## src/rtl/cv32e40p_popcnt_sched_pkg.sv

```systemverilog
// Shared types for the popcount scheduler.
package cv32e40p_popcnt_sched_pkg;

  localparam int unsigned POPCNT_RES_W = 6;

  typedef enum logic [1:0] {
    IDLE,
    EXEC,
    RESP
  } popcnt_sched_state_e;

endpackage

```

## src/rtl/cv32e40p_rr_arbiter.sv

```systemverilog
// Round-robin arbiter: scans from ptr_i+1 upward with wrap, grants first active request.
module cv32e40p_rr_arbiter #(
  parameter int unsigned N_REQ = 4
) (
  input  logic [N_REQ-1:0]         req_i,
  input  logic [$clog2(N_REQ)-1:0] ptr_i,
  input  logic                     en_i,
  output logic [N_REQ-1:0]         gnt_o,
  output logic [$clog2(N_REQ)-1:0] idx_o
);

  localparam int unsigned IDX_W = $clog2(N_REQ);

  int unsigned      k;
  logic [IDX_W-1:0] kk;
  logic             found;

  // Priority scan starting just after the last granted requester
  always_comb begin
    gnt_o = '0;
    idx_o = '0;
    found = 1'b0;
    k     = '0;
    kk    = '0;
    for (int unsigned i = 1; i <= N_REQ; i++) begin
      k  = (32'(ptr_i) + i) % N_REQ;
      kk = IDX_W'(k);
      if (en_i && !found && req_i[kk]) begin
        gnt_o[kk] = 1'b1;
        idx_o     = kk;
        found     = 1'b1;
      end
    end
  end

endmodule

```

## src/rtl/cv32e40p_popcnt_ft_sched.sv

```systemverilog
// Scheduler sharing one TMR popcount unit among N_REQ requesters.
// Optional error event counters enabled by CV32E40P_POPCNT_SCHED_ERRCNT_EN.
module cv32e40p_popcnt_ft_sched
  import cv32e40p_popcnt_sched_pkg::*;
#(
  parameter int unsigned N_REQ     = 4,
  parameter int unsigned LEN       = 32,
  parameter int unsigned MAX_RETRY = 2,
  parameter int unsigned CNT_W     = 16
) (
  input  logic                          clk,
  input  logic                          rst,
  input  logic [N_REQ-1:0]              req_valid_i,
  input  logic [N_REQ-1:0][LEN-1:0]     req_data_i,
  output logic [N_REQ-1:0]              req_ready_o,
  output logic                          resp_valid_o,
  input  logic                          resp_ready_i,
  output logic [$clog2(N_REQ)-1:0]      resp_id_o,
  output logic [POPCNT_RES_W-1:0]       resp_data_o,
  output logic                          resp_err_o,
  output logic [LEN-1:0]                pc_in_o,
  input  logic [POPCNT_RES_W-1:0]       pc_result_i,
  input  logic                          pc_error_correct_i,
  input  logic                          pc_error_detected_i,
  output logic [CNT_W-1:0]              corr_cnt_o,
  output logic [CNT_W-1:0]              uncorr_cnt_o
);

  localparam int unsigned IDX_W   = $clog2(N_REQ);
  localparam int unsigned RETRY_W = (MAX_RETRY < 1) ? 1 : $clog2(MAX_RETRY + 1);

  popcnt_sched_state_e state_q, state_d;

  logic [LEN-1:0]          op_q, op_d;
  logic [IDX_W-1:0]        id_q, id_d;
  logic [IDX_W-1:0]        ptr_q, ptr_d;
  logic [RETRY_W-1:0]      retry_q, retry_d;
  logic [POPCNT_RES_W-1:0] resp_data_q, resp_data_d;
  logic [IDX_W-1:0]        resp_id_q, resp_id_d;
  logic                    resp_err_q, resp_err_d;

  logic [N_REQ-1:0] gnt;
  logic [IDX_W-1:0] gnt_idx;
  logic             hs;
  logic             ue;
  logic             retry_ok;

  cv32e40p_rr_arbiter #(
    .N_REQ (N_REQ)
  ) u_arb (
    .req_i (req_valid_i),
    .ptr_i (ptr_q),
    .en_i  (state_q == IDLE),
    .gnt_o (gnt),
    .idx_o (gnt_idx)
  );

  assign hs       = |(req_valid_i & gnt);
  assign ue       = pc_error_detected_i & ~pc_error_correct_i;
  assign retry_ok = (retry_q < RETRY_W'(MAX_RETRY));

  // State register
  always_ff @(posedge clk) begin
    if (rst) state_q <= IDLE;
    else     state_q <= state_d;
  end

  // Next-state logic
  always_comb begin
    state_d = state_q;
    case (state_q)
      IDLE:    if (hs) state_d = EXEC;
      EXEC:    if (!(ue && retry_ok)) state_d = RESP;
      RESP:    if (resp_ready_i) state_d = IDLE;
      default: state_d = IDLE;
    endcase
  end

  // FSM outputs: ready only in IDLE (arbiter enable), response valid in RESP
  always_comb begin
    req_ready_o  = gnt;
    resp_valid_o = (state_q == RESP);
  end

  // Datapath next values: capture on handshake, retry or register result in EXEC
  always_comb begin
    op_d        = op_q;
    id_d        = id_q;
    ptr_d       = ptr_q;
    retry_d     = retry_q;
    resp_data_d = resp_data_q;
    resp_id_d   = resp_id_q;
    resp_err_d  = resp_err_q;
    case (state_q)
      IDLE: begin
        if (hs) begin
          op_d    = req_data_i[gnt_idx];
          id_d    = gnt_idx;
          ptr_d   = gnt_idx;
          retry_d = '0;
        end
      end
      EXEC: begin
        if (ue && retry_ok) begin
          retry_d = retry_q + RETRY_W'(1);
        end else begin
          resp_data_d = pc_result_i;
          resp_id_d   = id_q;
          resp_err_d  = ue;
        end
      end
      default: ;
    endcase
  end

  // Datapath registers
  always_ff @(posedge clk) begin
    if (rst) begin
      op_q        <= '0;
      id_q        <= '0;
      ptr_q       <= IDX_W'(N_REQ - 1);
      retry_q     <= '0;
      resp_data_q <= '0;
      resp_id_q   <= '0;
      resp_err_q  <= 1'b0;
    end else begin
      op_q        <= op_d;
      id_q        <= id_d;
      ptr_q       <= ptr_d;
      retry_q     <= retry_d;
      resp_data_q <= resp_data_d;
      resp_id_q   <= resp_id_d;
      resp_err_q  <= resp_err_d;
    end
  end

  // op_q only changes on a handshake, so the unit operand stays quiet in IDLE
  assign pc_in_o     = op_q;
  assign resp_data_o = resp_data_q;
  assign resp_id_o   = resp_id_q;
  assign resp_err_o  = resp_err_q;

`ifdef CV32E40P_POPCNT_SCHED_ERRCNT_EN
  logic [CNT_W-1:0] corr_cnt_q, corr_cnt_d;
  logic [CNT_W-1:0] uncorr_cnt_q, uncorr_cnt_d;

  // Saturating error event counters, counted per EXEC cycle
  always_comb begin
    corr_cnt_d   = corr_cnt_q;
    uncorr_cnt_d = uncorr_cnt_q;
    if (state_q == EXEC) begin
      if (pc_error_correct_i && (corr_cnt_q != '1)) corr_cnt_d = corr_cnt_q + CNT_W'(1);
      if (ue && (uncorr_cnt_q != '1))               uncorr_cnt_d = uncorr_cnt_q + CNT_W'(1);
    end
  end

  // Counter registers
  always_ff @(posedge clk) begin
    if (rst) begin
      corr_cnt_q   <= '0;
      uncorr_cnt_q <= '0;
    end else begin
      corr_cnt_q   <= corr_cnt_d;
      uncorr_cnt_q <= uncorr_cnt_d;
    end
  end

  assign corr_cnt_o   = corr_cnt_q;
  assign uncorr_cnt_o = uncorr_cnt_q;
`else
  assign corr_cnt_o   = '0;
  assign uncorr_cnt_o = '0;
`endif

endmodule
```

## config.mk

```make
export PLATFORM = sky130hd
export DESIGN_NAME = cv32e40p_popcnt_ft_sched
export DESIGN_NICKNAME = d
export VERILOG_FILES = /design/src/rtl/cv32e40p_popcnt_sched_pkg.sv /design/src/rtl/cv32e40p_rr_arbiter.sv /design/src/rtl/cv32e40p_popcnt_ft_sched.sv
export SDC_FILE = /design/constraint.sdc
export NUM_CORES = 1
export LEC_CHECK = 0
export ABC_AREA = 1
export BUFFER_PORTS_ARGS = -buffer_cell sky130_fd_sc_hd__buf_2
export CAP_MARGIN = 20
export CORE_ASPECT_RATIO = 1.1
export CORE_MARGIN = 5
export CORE_UTILIZATION = 41
export CTS_CLUSTER_SIZE = 8
export DETAILED_ROUTE_END_ITERATION = 7
export HOLD_SLACK_MARGIN = 0.08
export PLACE_DENSITY = 0.74
export SLEW_MARGIN = 30
export SYNTH_ARGS = -nofsm -noshare
export SYNTH_HDL_FRONTEND = slang
export SYNTH_SLANG_ARGS = --single-unit
```

## constraint.sdc

```tcl
create_clock -name clk -period 3.1 [get_ports clk]
set_clock_uncertainty 0.1 [all_clocks]
set_input_delay 0.465 -clock clk [delete_from_list [all_inputs] [get_ports clk]]
set_output_delay 0.465 -clock clk [all_outputs]
set_load 0.01 [all_outputs]
```

# Word-level counts from Yosys, hierarchy flattened
# Cells that the tools add are included.
[word_totals]
elab_cells = 94
output_inout_bits = 78
reg_bits = 49
in_bits = 143
[classes]
n_lt_le_gt_ge = 10
bitwise = 7
mux = 36
n_reduce_logical = 22
n_eq_ne = 6
addsub = 5
[op_table]
columns = ["cell", "count"]
rows = [
  ["$bmux 32 s2", 1],
  ["$mux 32", 1],
  ["$mux 2", 9],
  ["$mux 4", 4],
  ["$lt 2x3->1 const B", 5],
  ["$logic_and 1x1->1", 12],
  ["$or 4x4->4", 3],
  ["$mux 1", 11],
  ["$bmux 1 s2", 4],
  ["$demux 1 s2", 4],
  ["$ge 2x1->1 const B", 4],
  ["$add 2x1->2 const B", 3],
  ["$ne 2x2->1 const B", 3],
  ["$pmux 2 s3", 1],
  ["$reduce_and 3->1", 2],
  ["$add 2x2->2 const B", 2],
  ["$and 4x4->4", 1],
  ["$pmux 2 s2", 1],
  ["$reduce_and 2->1", 2],
  ["$reduce_or 4->1", 1],
  ["$logic_not 1->1", 3],
  ["$eq 2x1->1 const B", 1],
  ["$eq 2x2->1 const B", 1],
  ["$logic_not 2->1", 1],
  ["5 further kinds", 6],
]

# Longest topological paths before layout
# Gate-level depths: netlist of the first run.
[logic_depth]
depth_word = 21
ltp_mapped = 18
depth_no_buf = 18

# By module
# From an unflattened synthesis of the first run, not the netlist that was laid out.
[hier_totals]
cells_unflattened = 624
hier_area_um2 = 3713.6
[modules_own_cells]
columns = ["mod", "cells_each", "seq_area_each_um2", "area_per_inst_um2", "n_inst"]
rows = [
  ["cv32e40p_popcnt_ft_sched", 542, 980.9, 3229.3, 1],
  ["cv32e40p_rr_arbiter", 82, 0.0, 484.2, 1],
]

# Least setup slack after synthesis of the first run
# OpenSTA, ideal clock, no wires.
[synth_timing]
path_kind = "register to register"
from = "reg ptr_q[0]"
to = "reg op_q[10] (netlist: pc_in_o[10])"
path_stages_with_launch = 19
arrival_time_ns = 2.367
setup_ns = 0.116
n_path_buf = 3
t_required_ns = 2.884
period_less_slack_ns = 2.583
setup_slack_ns = 0.517
path_cell_list = "dfxtp_1 -> inv_2 -> ha_1 -> inv_1 -> nand3_1 -> and2_4 -> buf_6 -> nor2_8 -> nand2_4 -> inv_2 -> o21ai_2 -> nand2_1 -> buf_6 -> buf_6 -> nand2_1 -> nand3_1 -> nand2_1 -> nor2_1 -> nor2_1"
[synth_via]
elab_chain_cells = 20
word_cells_on_any_way = 61
classes_between = "add/sub (4); order compare (8); mux (29); bitwise (4); reduce/logical (16)"
[synth_rtl]
columns = ["element", "line_no", "rtl"]
rows = [
  ["from (decl)", "cv32e40p_popcnt_ft_sched.sv:36", "logic [IDX_W-1:0] ptr_q, ptr_d;"],
  ["from (signal assigned)", "cv32e40p_popcnt_ft_sched.sv:121", "ptr_q <= IDX_W'(N_REQ - 1);"],
  ["from (signal assigned)", "cv32e40p_popcnt_ft_sched.sv:129", "ptr_q <= ptr_d;"],
  ["branches (longest 20 deep; another with $lt 2x3->1)", "-", ""],
  ["to (signal assigned)", "cv32e40p_popcnt_ft_sched.sv:127", "op_q <= op_d;"],
  ["to (decl)", "cv32e40p_popcnt_ft_sched.sv:34", "logic [LEN-1:0] op_q, op_d;"],
]
# Parallel ways; which one is timed is not known. The select of a mux whose other input is x is not followed.
# A chain may end at the register's enable or synchronous reset.

# Final worst setup path of the first run
[layout_timing]
from = "reg ptr_q[0]"
to = "reg op_q[19] (netlist: pc_in_o[19])"
# Same word-level chain as after synthesis.

==> metrics.md, run 1 <==
| Metric | Value |
|---|---|
| Post-CTS clock slew at the launch and capture registers of the worst setup and hold paths | `about 0.10 ns` |
| Total Negative Setup Slacks | `0 ns` |
| Biggest area consumer among synthesized cells | `sky130_fd_sc_hd__dfxtp_1` |
| Total of buffers placed on input and output ports | `approximately 190` |
| Gr usage total | `0.191` |
| Commonest cells in the synthesized netlist | `134 x sky130_fd_sc_hd__nand2_1, 93 x sky130_fd_sc_hd__nor2_1, 82 x sky130_fd_sc_hd__inv_1` |
| Worst IR drop on VDD | `412 uV` |
| Skew-Pair Late Insertion Delay | `0.30 ns` |
| Fraction of the yosys area taken by sequential cells | `0.234` |
| Hold Path End | `id_q[0]` |
| Cell breakdown of the critical path | `inv_2 -> ha_1 -> inv_1 -> nand3_2 -> nand2_2 -> nand2_4 -> nor2_8 -> nand2_2 -> nand2_1 -> nand3_2 -> nand2_2 -> buf_4 -> nand2_1 -> nand3_1 -> nand2_1 -> nor2_1 -> nor2_1` |
| Number of levels the H-tree was split into | `2` |
| Hold Buf Count CTS | `0` |
| Area inside the core boundary | `9940 sq um` |
| Number of different library cells in the post-synthesis netlist | `30` |
| Path class of the lowest-slack min-delay path | `primary input to register` |
| Highest clock frequency the design can meet | `roughly 360 MHz` |
| Signal arrival time at the worst endpoint | `~2.9 ns` |
| Netlist Area Pre-Place | `around 4200 sq um` |
| First-pass iteration count of the detailed router | `4` |
| Most area-consuming cells after synthesis | `sky130_fd_sc_hd__dfxtp_1 23%, sky130_fd_sc_hd__nand2_1 12%, sky130_fd_sc_hd__nand3b_1 11%` |
| Count of clock tree sinks | `49` |
| Hold path depth | `2` |
| Maximum number of pins on one net before global-route repair | `46` |
| Final Critical Period | `2.77 ns` |
| Most common flop cell mapped by yosys | `sky130_fd_sc_hd__dfxtp_1` |
| Number of CTS-inserted buffers | `5` |
| CTS tree | `yes` |
| Effective utilization at floorplan | `0.421` |
| Cell count after synthesis | `between 600 and 700` |
| Final core utilization | `0.517` |
| Post-detailed-route DRC marker count | `0` |
| Detail Placement HPWL | `around 10 mm` |
| Number of flops mapped to enable cells by yosys | `0` |
| Average instance area after synthesis | `about 6.3 sq um` |
| Vias per cell | `4.75` |
| Die height | `roughly 120 um` |
| Most frequent cell after synthesis | `sky130_fd_sc_hd__nand2_1` |
| Worst flop-to-flop path startpoint | `ptr_q[0]` |
| Slowest cell delay on critical path | `approximately 0.38 ns` |
| Clock Tree Buf Depth | `2` |
| Total number of placement rows | `38` |
| Setup violation total in the final timing report | `0` |
| Async set-reset flop share out of synthesis | `0` |
| Die W | `~110 um` |
| Max-slew headroom at the worst pin | `0.587` |
| Routed met3 length | `approximately 810 um` |
| Data required time of the worst path | `approximately 3.2 ns` |
| Highest routed metal layer | `met4` |
| Min-Delay Startpoint | `rst` |
| Layout area overhead | `22.8%` |
| M1 wire length | `5.24 mm` |
| Initial antenna violation count | `0` |
| RSZ-0062 raised after global routing | `false` |
| Worst Tran Pin Value | `approximately 0.62 ns` |
| Antenna Cells | `0` |
| Routability congestion estimate from global placement | `0.902` |
| CP max stage cell | `sky130_fd_sc_hd__buf_4` |
| Final hold violation count | `0` |
| Max capacitance violation total | `0` |
| Wire per inst | `13.1 um` |
| Filler cell count in the final layout | `roughly 1,100` |
| Run status | `finished clean` |
| Yosys synthesis warning count | `0` |
| Max-slew violations | `0` |
| CTS root buf | `sky130_fd_sc_hd__clkbuf_8` |
| Final wirelength | `between 10 and 15 mm` |
| Layout cells sized above 1 | `0.292` |
| Final period utilization | `0.893` |
| Global-route congestion overflow total | `0` |
| Number of buffers added for setup after CTS | `0` |
| Via count of the first global-routing pass | `roughly 4,000` |
| Endpoint class of the critical path | `register` |
| Register-to-register path setup slack | `between 0.3 and 0.4 ns` |
| Leakage dissipation | `2.96 nW` |
| Kind of launch point of the worst setup path | `register` |
| Die area | `about 12,000 sq um` |
| Number of cells traversed by the worst register-to-register path | `17` |
| R2r endpoint | `pc_in_o[19]` |
| Io pins | `around 220` |
| Maximum fanout count along the critical path | `45` |
| Routed wire length on met2 | `approximately 6.3 mm` |
| Total via count in the routed design | `between 4,000 and 5,000` |
| Post_cts resized | `0` |
| Final Net Count | `988` |
| Top cell type's share of synthesized area | `0.234` |
| First-iteration detailed-routing DRC count | `about 190` |
| PwrDens | `1080 nW/um^2` |
| Crit path kind | `register to register` |
| Residual antenna-violating net count after detailed routing | `0` |
| Post-synthesis register bit count | `49` |
| First-pass GRT wire length | `around 19 mm` |
per-layer routing:
| metal | vias up | GRT usage |
|---|---|---|
| met5 | - | 0 |
| met4 | 0 | 0.0466 |
| met3 | 15 | 0.0290 |
| met2 | 162 | 0.352 |
| met1 | 1994 | 0.234 |
| li1 | 2375 | - |
cell families after synthesis:
logic type               after synthesis  synth area share
AO/OA/AOI/OAI                         51            0.0666
adder cells (fa/ha/maj)                8            0.0239
buffers and inverters                157             0.204
flip-flops                            49             0.234
other                                  1          0.000896
AND/OR/NAND/NOR                      396             0.471
through the flow:
stage	setup slack (ns)	hold slack [ns]	cell area, sq um	instances	power, mW
after floorplan	0.517	0.334	4300	693	4.28
after CTS	0.340	0.274	5140	958	5.59
after global routing	0.0194	0.293	5140	958	6.15
final	0.331	0.281	5140	958	5.54
after detailed placement	0.368	0.355	5050	950	5.17
after global placement	0.419	0.348	5050	950	5.14
layout make-up:
type	count	area, sq um	area share
tap	120	150	0.0292
multi-input combinational	487	2480	0.482
clock inverter	3	25.0	0.00487
inverter	87	327	0.0635
timing repair buffer	207	1110	0.216
sequential	49	981	0.191
clock buffer	5	68.8	0.0134
worst max path at each step:
stage                         from          end  slack (ns)  cells past startpoint
after floorplan           ptr_q[0]  pc_in_o[10]        0.52                     18
after detailed placement  ptr_q[0]  pc_in_o[19]        0.37                     17
after global routing      ptr_q[0]  pc_in_o[12]        0.02                     17
final                     ptr_q[0]  pc_in_o[19]        0.33                     17
after CTS                 ptr_q[0]  pc_in_o[19]        0.34                     17
after global placement    ptr_q[0]  pc_in_o[19]        0.42                     17
report_power, final:
part           switching [mW]  leakage (nW)  internal [mW]  total (mW)
Combinational            2.70          2.51           1.50        4.20
Clock                   0.237        0.0447          0.163       0.401
Sequential             0.0978         0.404          0.842       0.939
Total                    3.03          2.96           2.51        5.54
critical path, delay by kind of cell (launching register included):
family	cells	cell delay (ns)
simple gates	13	1.28
buf+inv	3	0.56
flops	1	0.36
fa+ha+maj	1	0.35
cell usage in the layout (no fill, tap or decap):
cell                         Yosys  layout
sky130_fd_sc_hd__nor3_1          1       1
sky130_fd_sc_hd__clkinv_4        0       1
sky130_fd_sc_hd__nor2_8          2       2
sky130_fd_sc_hd__buf_12          0       2
sky130_fd_sc_hd__inv_2           4       4
sky130_fd_sc_hd__conb_1          1      32
sky130_fd_sc_hd__nand3_1        79      79
sky130_fd_sc_hd__nand3_2         8       8
sky130_fd_sc_hd__o211ai_1        2       2
sky130_fd_sc_hd__nand2_1       134     133
sky130_fd_sc_hd__clkinvlp_4      0       1
sky130_fd_sc_hd__nand2_2         5       6
sky130_fd_sc_hd__and2_4          1       1
sky130_fd_sc_hd__nand4_1         3       3
sky130_fd_sc_hd__nor2_2          2       2
sky130_fd_sc_hd__nor2_4          1       1
sky130_fd_sc_hd__nand3b_1       64      64
sky130_fd_sc_hd__buf_4          35      17
sky130_fd_sc_hd__nand2_4         2       2
sky130_fd_sc_hd__o21ai_1         1       1
sky130_fd_sc_hd__inv_6           0       1
sky130_fd_sc_hd__nor2_1         93      93
sky130_fd_sc_hd__a21oi_1         4       4
sky130_fd_sc_hd__nand4_2         1       1
sky130_fd_sc_hd__clkinv_1        1       1
sky130_fd_sc_hd__o21ai_0        41      41
sky130_fd_sc_hd__a21oi_4         1       1
sky130_fd_sc_hd__ha_1            8       8
sky130_fd_sc_hd__clkbuf_8        0       5
sky130_fd_sc_hd__o21ai_4         0       1
sky130_fd_sc_hd__dfxtp_1        49      49
sky130_fd_sc_hd__inv_1          82      82
sky130_fd_sc_hd__o21ai_2         2       1
sky130_fd_sc_hd__buf_2          15     188
sequential cells by signal, summed over array words and instances, names as in the netlist:
| name | cells |
|---|---|
| resp_id_o | 2 |
| ptr_q | 2 |
| pc_in_o | 32 |
| state_q | 2 |
| resp_err_o | 1 |
| retry_q | 2 |
| resp_data_o | 6 |
| id_q | 2 |
Note: power is estimated with default switching activity, not from simulation.
==> run 2: changes to the inputs <==
--- a/config.mk
+++ b/config.mk
@@ -11,6 +11,7 @@
 export CORE_ASPECT_RATIO = 1.1
 export CORE_MARGIN = 5
 export CORE_UTILIZATION = 41
+export CTS_BUF_LIST = sky130_fd_sc_hd__clkbuf_16
 export CTS_CLUSTER_SIZE = 8
 export DETAILED_ROUTE_END_ITERATION = 7
 export HOLD_SLACK_MARGIN = 0.08
==> metrics.md, run 2 (synthesis gave the netlist of run 1 again) <==
| Metric | Value |
|---|---|
| Run status | `finished clean (unchanged)` |
| Final period utilization | `0.895 (was 0.893)` |
| Vias per cell | `4.77 (was 4.75)` |
| Count of clock tree sinks | `49 (unchanged)` |
| Hold Path End | `id_q[0] (unchanged)` |
| First-pass iteration count of the detailed router | `4 (unchanged)` |
| Highest clock frequency the design can meet | `360 MHz (was 361 MHz)` |
| Post-CTS clock slew at the launch and capture registers of the worst setup and hold paths | `0.07 ns (was 0.10 ns)` |
| Final hold violation count | `0 (unchanged)` |
| First-pass GRT wire length | `19.4 mm (about the same)` |
| Layout cells sized above 1 | `0.292 (unchanged)` |
| Via count of the first global-routing pass | `4,076 (was 4,083)` |
| Max-slew violations | `0 (unchanged)` |
| Antenna Cells | `0 (unchanged)` |
| Initial antenna violation count | `0 (unchanged)` |
| Total via count in the routed design | `4,570 (was 4,546)` |
| Data required time of the worst path | `3.18 ns (was 3.20 ns)` |
| Residual antenna-violating net count after detailed routing | `0 (unchanged)` |
| Number of buffers added for setup after CTS | `0 (unchanged)` |
| Most common library cell in the layout ignoring fill and taps | `sky130_fd_sc_hd__buf_2 (unchanged)` |
| Number of levels the H-tree was split into | `2 (unchanged)` |
| CTS tree | `yes (unchanged)` |
| Leakage dissipation | `2.98 nW (was 2.96 nW)` |
| Crit path kind | `register to register (unchanged)` |
| PwrDens | `1100 nW/um^2 (was 1080 nW/um^2)` |
| Area inside the core boundary | `9940 sq um (unchanged)` |
| Io pins | `221 (unchanged)` |
| Post_cts resized | `0 (unchanged)` |
| Global-route congestion overflow total | `0 (unchanged)` |
| Worst Tran Pin Value | `0.618 ns (was 0.620 ns)` |
| Die height | `116 um (unchanged)` |
| Post-detailed-route DRC marker count | `0 (unchanged)` |
| Endpoint class of the critical path | `register (unchanged)` |
| Signal arrival time at the worst endpoint | `2.85 ns (was 2.87 ns)` |
| Commonest non-fill, non-tap cells in the layout | `188 x sky130_fd_sc_hd__buf_2, 133 x sky130_fd_sc_hd__nand2_1, 93 x sky130_fd_sc_hd__nor2_1 (unchanged)` |
| Worst flop-to-flop path startpoint | `ptr_q[0] (unchanged)` |
| Register-to-register path setup slack | `0.32 ns (was 0.33 ns)` |
| Layout area overhead | `24.1% (was 22.8%)` |
| Final Total Pwr | `5.70 mW (was 5.54 mW)` |
| Number of CTS-inserted buffers | `5 (unchanged)` |
| Final Critical Period | `2.78 ns (was 2.77 ns)` |
| Detail Placement HPWL | `9.85 mm (unchanged)` |
| Number of cells traversed by the worst register-to-register path | `17 (unchanged)` |
| Gr usage total | `0.191 (about the same)` |
| Worst-case hold slack | `0.307 ns (was 0.281 ns)` |
| Maximum number of pins on one net before global-route repair | `46 (unchanged)` |
| Final wirelength | `12.6 mm (about the same)` |
| Pre-CTS WS | `0.368 ns (unchanged)` |
| DP Cell Count | `950 (unchanged)` |
| Setup violation total in the final timing report | `0 (unchanged)` |
| Hold path depth | `2 (unchanged)` |
| Final Net Count | `988 (unchanged)` |
| Kind of launch point of the worst setup path | `register (unchanged)` |
| Final core utilization | `0.523 (was 0.517)` |
| Worst IR drop on VDD | `441 uV (was 412 uV)` |
| Total of buffers placed on input and output ports | `188 (unchanged)` |
| Total number of placement rows | `38 (unchanged)` |
| Routability congestion estimate from global placement | `0.902 (unchanged)` |
| Max-slew headroom at the worst pin | `0.588 (was 0.587)` |
| Min-Delay Startpoint | `rst (unchanged)` |
| Hold Buf Count CTS | `0 (unchanged)` |
| Effective utilization at floorplan | `0.421 (unchanged)` |
| Clock Tree Buf Depth | `2 (unchanged)` |
| R2r endpoint | `pc_in_o[19] (unchanged)` |
| Path class of the lowest-slack min-delay path | `primary input to register (unchanged)` |
| First-iteration detailed-routing DRC count | `172 (was 189)` |
| RSZ-0062 raised after global routing | `false (unchanged)` |
| Maximum fanout count along the critical path | `45 (unchanged)` |
| Setup WS post-layout | `0.325 ns (was 0.331 ns)` |
| Placed instance area | `5050 sq um (unchanged)` |
| Flip-flop count of the largest register, all copies and words added | `32 (unchanged)` |
| CTS root buf | `sky130_fd_sc_hd__clkbuf_16 (was sky130_fd_sc_hd__clkbuf_8)` |
| Max capacitance violation total | `0 (unchanged)` |
| Total Negative Setup Slacks | `0 ns (unchanged)` |
| Wire per inst | `13.2 um (was 13.1 um)` |
| Skew-Pair Late Insertion Delay | `0.29 ns (was 0.30 ns)` |
| Post-route standard cell area excluding fillers | `5200 sq um (was 5140 sq um)` |
| Die area | `12,300 sq um (unchanged)` |
| Die W | `106 um (unchanged)` |
| Final cell count without fillers | `958 (unchanged)` |
[run 2: critical path, cell delays in order (launching register included)]
cell and delay, ns:
sky130_fd_sc_hd__dfxtp_1 0.35, sky130_fd_sc_hd__inv_2 0.05, sky130_fd_sc_hd__ha_1 0.35, sky130_fd_sc_hd__inv_1 0.13, sky130_fd_sc_hd__nand3_2 0.10, sky130_fd_sc_hd__nand2_2 0.12
sky130_fd_sc_hd__nand2_4 0.08, sky130_fd_sc_hd__nor2_8 0.17, sky130_fd_sc_hd__nand2_2 0.08, sky130_fd_sc_hd__nand2_1 0.07, sky130_fd_sc_hd__nand3_2 0.11, sky130_fd_sc_hd__nand2_2 0.10
sky130_fd_sc_hd__buf_4 0.37, sky130_fd_sc_hd__nand2_1 0.10, sky130_fd_sc_hd__nand3_1 0.13, sky130_fd_sc_hd__nand2_1 0.06, sky130_fd_sc_hd__nor2_1 0.11, sky130_fd_sc_hd__nor2_1 0.06
[run 2: power breakdown]
part | total (mW) | leakage (nW) | internal (mW) | switching (mW)
sequential | 0.941 | 0.404 | 0.842 | 0.0985
combinational | 4.20 | 2.51 | 1.50 | 2.70
clock | 0.559 | 0.0704 | 0.304 | 0.256
total | 5.70 | 2.98 | 2.65 | 3.05
[run 2: cell type report]
cell class                 instances  area, sq um
multi-input combinational        487         2480
timing repair buffer             207         1110
sequential                        49          981
fill                            1051         4740
inverter                          87          327
tap                              120          150
clock inverter                     3         25.0
clock buffer                       5          125
[run 2: worst max path at each step]
stage / startpoint / to / slack, ns / cells past startpoint
2_1_floorplan: ptr_q[0] / pc_in_o[10] / 0.52 / 18
3_3_place_gp: ptr_q[0] / pc_in_o[19] / 0.42 / 17
3_5_place_dp: ptr_q[0] / pc_in_o[19] / 0.37 / 17
4_1_cts: ptr_q[0] / pc_in_o[19] / 0.34 / 17
5_1_grt: ptr_q[0] / pc_in_o[12] / 0.02 / 17
6_report: ptr_q[0] / pc_in_o[19] / 0.32 / 17
[run 2: routing by layer]
layer	track usage	routed length, um
met2	0.351	6390
met1	0.234	5220
met5	0	0
met3	0.0301	816
met4	0.0440	173
==> run 3: changes to the inputs <==
--- a/config.mk
+++ b/config.mk
@@ -9,13 +9,13 @@
 export BUFFER_PORTS_ARGS = -buffer_cell sky130_fd_sc_hd__buf_2
 export CAP_MARGIN = 20
 export CORE_ASPECT_RATIO = 1.1
-export CORE_MARGIN = 5
-export CORE_UTILIZATION = 41
+export CORE_MARGIN = 2
+export CORE_UTILIZATION = 45
 export CTS_BUF_LIST = sky130_fd_sc_hd__clkbuf_16
 export CTS_CLUSTER_SIZE = 8
 export DETAILED_ROUTE_END_ITERATION = 7
 export HOLD_SLACK_MARGIN = 0.08
-export PLACE_DENSITY = 0.74
+export PLACE_DENSITY = 0.8
 export SLEW_MARGIN = 30
 export SYNTH_ARGS = -nofsm -noshare
 export SYNTH_HDL_FRONTEND = slang
==> metrics.md, run 3 (synthesis gave the netlist of run 1 again) <==
| Metric | Value |
|---|---|
| Run status | `finished clean (unchanged)` |
| Cell internal power dissipation | `2.56 mW (was 2.65 mW)` |
| RSZ-0062 raised after global routing | `false (unchanged)` |
| Antenna Cells | `0 (unchanged)` |
| Maximum fanout count along the critical path | `24 (was 45)` |
| Residual antenna-violating net count after detailed routing | `0 (unchanged)` |
| Sequential cell fraction of total power | `0.167 (was 0.165)` |
| Effective utilization at floorplan | `0.467 (was 0.421)` |
| Global-route congestion overflow total | `0 (unchanged)` |
| First-pass GRT wire length | `18.9 mm (was 19.4 mm)` |
| Filler cell count in the final layout | `945 (was 1,051)` |
| Final period utilization | `0.882 (was 0.895)` |
| First-pass iteration count of the detailed router | `5 (was 4)` |
| Die height | `105 um (was 116 um)` |
| Highest clock frequency the design can meet | `366 MHz (was 360 MHz)` |
| Switching Share | `0.543 (was 0.536)` |
| Kind of launch point of the worst setup path | `register (unchanged)` |
| Leakage dissipation | `2.96 nW (was 2.98 nW)` |
| Switching Power | `3.04 mW (was 3.05 mW)` |
| Routability congestion estimate from global placement | `0.943 (was 0.902)` |
| Post-CTS clock slew at the launch and capture registers of the worst setup and hold paths | `0.07 ns (about the same)` |
| Total number of placement rows | `36 (was 38)` |
| Total via count in the routed design | `4,616 (was 4,570)` |
| Path class of the lowest-slack min-delay path | `primary input to register (unchanged)` |
| Endpoint class of the critical path | `register (unchanged)` |
| Number of levels the H-tree was split into | `2 (unchanged)` |
| Number of buffers added for setup after CTS | `0 (unchanged)` |
| Flip-flop count of the largest register, all copies and words added | `32 (unchanged)` |
| Via count of the first global-routing pass | `4,166 (was 4,076)` |
| Max-slew violations | `0 (unchanged)` |
| First-iteration detailed-routing DRC count | `246 (was 172)` |
| Final Net Count | `984 (was 988)` |
| Initial antenna violation count | `0 (unchanged)` |
| Pre-CTS WS | `0.389 ns (was 0.368 ns)` |
| Total Negative Setup Slacks | `0 ns (unchanged)` |
| Data required time of the worst path | `3.23 ns (was 3.18 ns)` |
| Wire per inst | `12.6 um (was 13.2 um)` |
| Setup WS post-layout | `0.365 ns (was 0.325 ns)` |
| Setup violation total in the final timing report | `0 (unchanged)` |
| Io pins | `221 (unchanged)` |
| Total of buffers placed on input and output ports | `188 (unchanged)` |
| Part of the total power dissipated in the clock network | `0.100 (was 0.098)` |
| Vias per cell | `4.87 (was 4.77)` |
| Layout cells sized above 1 | `0.289 (was 0.292)` |
| Die W | `96.0 um (was 106 um)` |
| CTS tree | `yes (unchanged)` |
| Final Critical Period | `2.73 ns (was 2.78 ns)` |
| Signal arrival time at the worst endpoint | `2.87 ns (was 2.85 ns)` |
| Logic pwr share | `0.733 (was 0.737)` |
| Commonest non-fill, non-tap cells in the layout | `188 x sky130_fd_sc_hd__buf_2, 133 x sky130_fd_sc_hd__nand2_1, 93 x sky130_fd_sc_hd__nor2_1 (unchanged)` |
| Hold Buf Count CTS | `0 (unchanged)` |
| Detail Placement HPWL | `9.14 mm (was 9.85 mm)` |
| Max capacitance violation total | `0 (unchanged)` |
| Post-detailed-route DRC marker count | `0 (unchanged)` |
| CTS root buf | `sky130_fd_sc_hd__clkbuf_16 (unchanged)` |
| Post_cts resized | `0 (unchanged)` |
| Gr usage total | `0.232 (was 0.191)` |
| Maximum number of pins on one net before global-route repair | `37 (was 46)` |
| Count of clock tree sinks | `49 (unchanged)` |
| Crit path kind | `register to register (unchanged)` |
| Final wirelength | `11.9 mm (was 12.6 mm)` |
| Clock Tree Buf Depth | `2 (unchanged)` |
| Most common library cell in the layout ignoring fill and taps | `sky130_fd_sc_hd__buf_2 (unchanged)` |
| Die area | `10,100 sq um (was 12,300 sq um)` |
| Skew-Pair Late Insertion Delay | `0.29 ns (about the same)` |
| Layout area overhead | `22.9% (was 24.1%)` |
| PwrDens | `1090 nW/um^2 (was 1100 nW/um^2)` |
| Area inside the core boundary | `8960 sq um (was 9940 sq um)` |
| Worst IR drop on VDD | `449 uV (was 441 uV)` |
| Number of CTS-inserted buffers | `5 (unchanged)` |
| Final hold violation count | `0 (unchanged)` |
==> run 3: cell types whose count changed in the layout (fill, tap and decap cells not counted) <==
cell,before,now
sky130_fd_sc_hd__buf_4,17,14
sky130_fd_sc_hd__buf_12,2,1
==> run 3: power groups by stage <==
stage | clock network (mW) | registers (mW) | logic [mW]
floorplan | 0 | 1.03 | 3.25
global placement | 0 | 0.940 | 4.07
detailed placement | 0 | 0.941 | 4.11
CTS | 0.574 | 0.934 | 4.12
global route | 0.593 | 0.958 | 4.67
finish | 0.558 | 0.935 | 4.10
==> run 3: final timing paths <==
| path | from | endpoint | slack, ns | cells after the start |
|---|---|---|---|---|
| max | ptr_q[0] | pc_in_o[24] | 0.37 | 16 |
| max reg2reg | ptr_q[0] | pc_in_o[24] | 0.37 | 16 |
| min reg2reg | id_q[1] | id_q[1] | 0.36 | 2 |
| min | rst | state_q[1] | 0.31 | 2 |
==> run 3: metal layers <==
| layer | track usage | vias up | wire length, um |
|---|---|---|---|
| li1 | - | 2362 | - |
| met1 | 0.279 | 2041 | 4960 |
| met2 | 0.404 | 181 | 5840 |
| met3 | 0.0353 | 32 | 692 |
| met4 | 0.0969 | 0 | 408 |
| met5 | 0 | - | 0 |
==> run 3: critical path: stages, from the launching register on <==
cell                      delay (ns)
sky130_fd_sc_hd__dfxtp_1        0.34
sky130_fd_sc_hd__inv_2          0.11
sky130_fd_sc_hd__ha_1           0.37
sky130_fd_sc_hd__inv_1          0.12
sky130_fd_sc_hd__nand3_2        0.10
sky130_fd_sc_hd__nand2_2        0.11
sky130_fd_sc_hd__nand2_4        0.08
sky130_fd_sc_hd__nor2_2         0.20
sky130_fd_sc_hd__nand2_1        0.07
sky130_fd_sc_hd__o21ai_0        0.10
sky130_fd_sc_hd__inv_2          0.08
sky130_fd_sc_hd__a21oi_4        0.31
sky130_fd_sc_hd__buf_12         0.21
sky130_fd_sc_hd__nand3_1        0.13
sky130_fd_sc_hd__nand2_1        0.09
sky130_fd_sc_hd__nor2_1         0.04
sky130_fd_sc_hd__nor2_1         0.09
==> run 3: per-stage QoR <==
| stage | instance area (sq um) | instances | utilization | hold WS, ns | power [mW] |
|---|---|---|---|---|---|
| final | 5150 | 948 | 0.574 | 0.309 | 5.60 |
| after global routing | 5150 | 948 | 0.574 | 0.326 | 6.22 |
| after CTS | 5150 | 948 | 0.574 | 0.308 | 5.63 |
| after detailed placement | 5000 | 940 | 0.557 | 0.355 | 5.05 |
| after global placement | 5000 | 940 | 0.557 | 0.353 | 5.01 |
| after floorplan | 4300 | 693 | - | 0.334 | 4.28 |
==> run 3: layout make-up <==
class | count | area, sq um | share of cell area
sequential | 49 | 981 | 0.191
inverter | 87 | 327 | 0.0635
clock inverter | 3 | 25.0 | 0.00486
clock buffer | 5 | 125 | 0.0243
tap | 114 | 143 | 0.0277
multi-input combinational | 487 | 2480 | 0.482
timing repair buffer | 203 | 1070 | 0.207
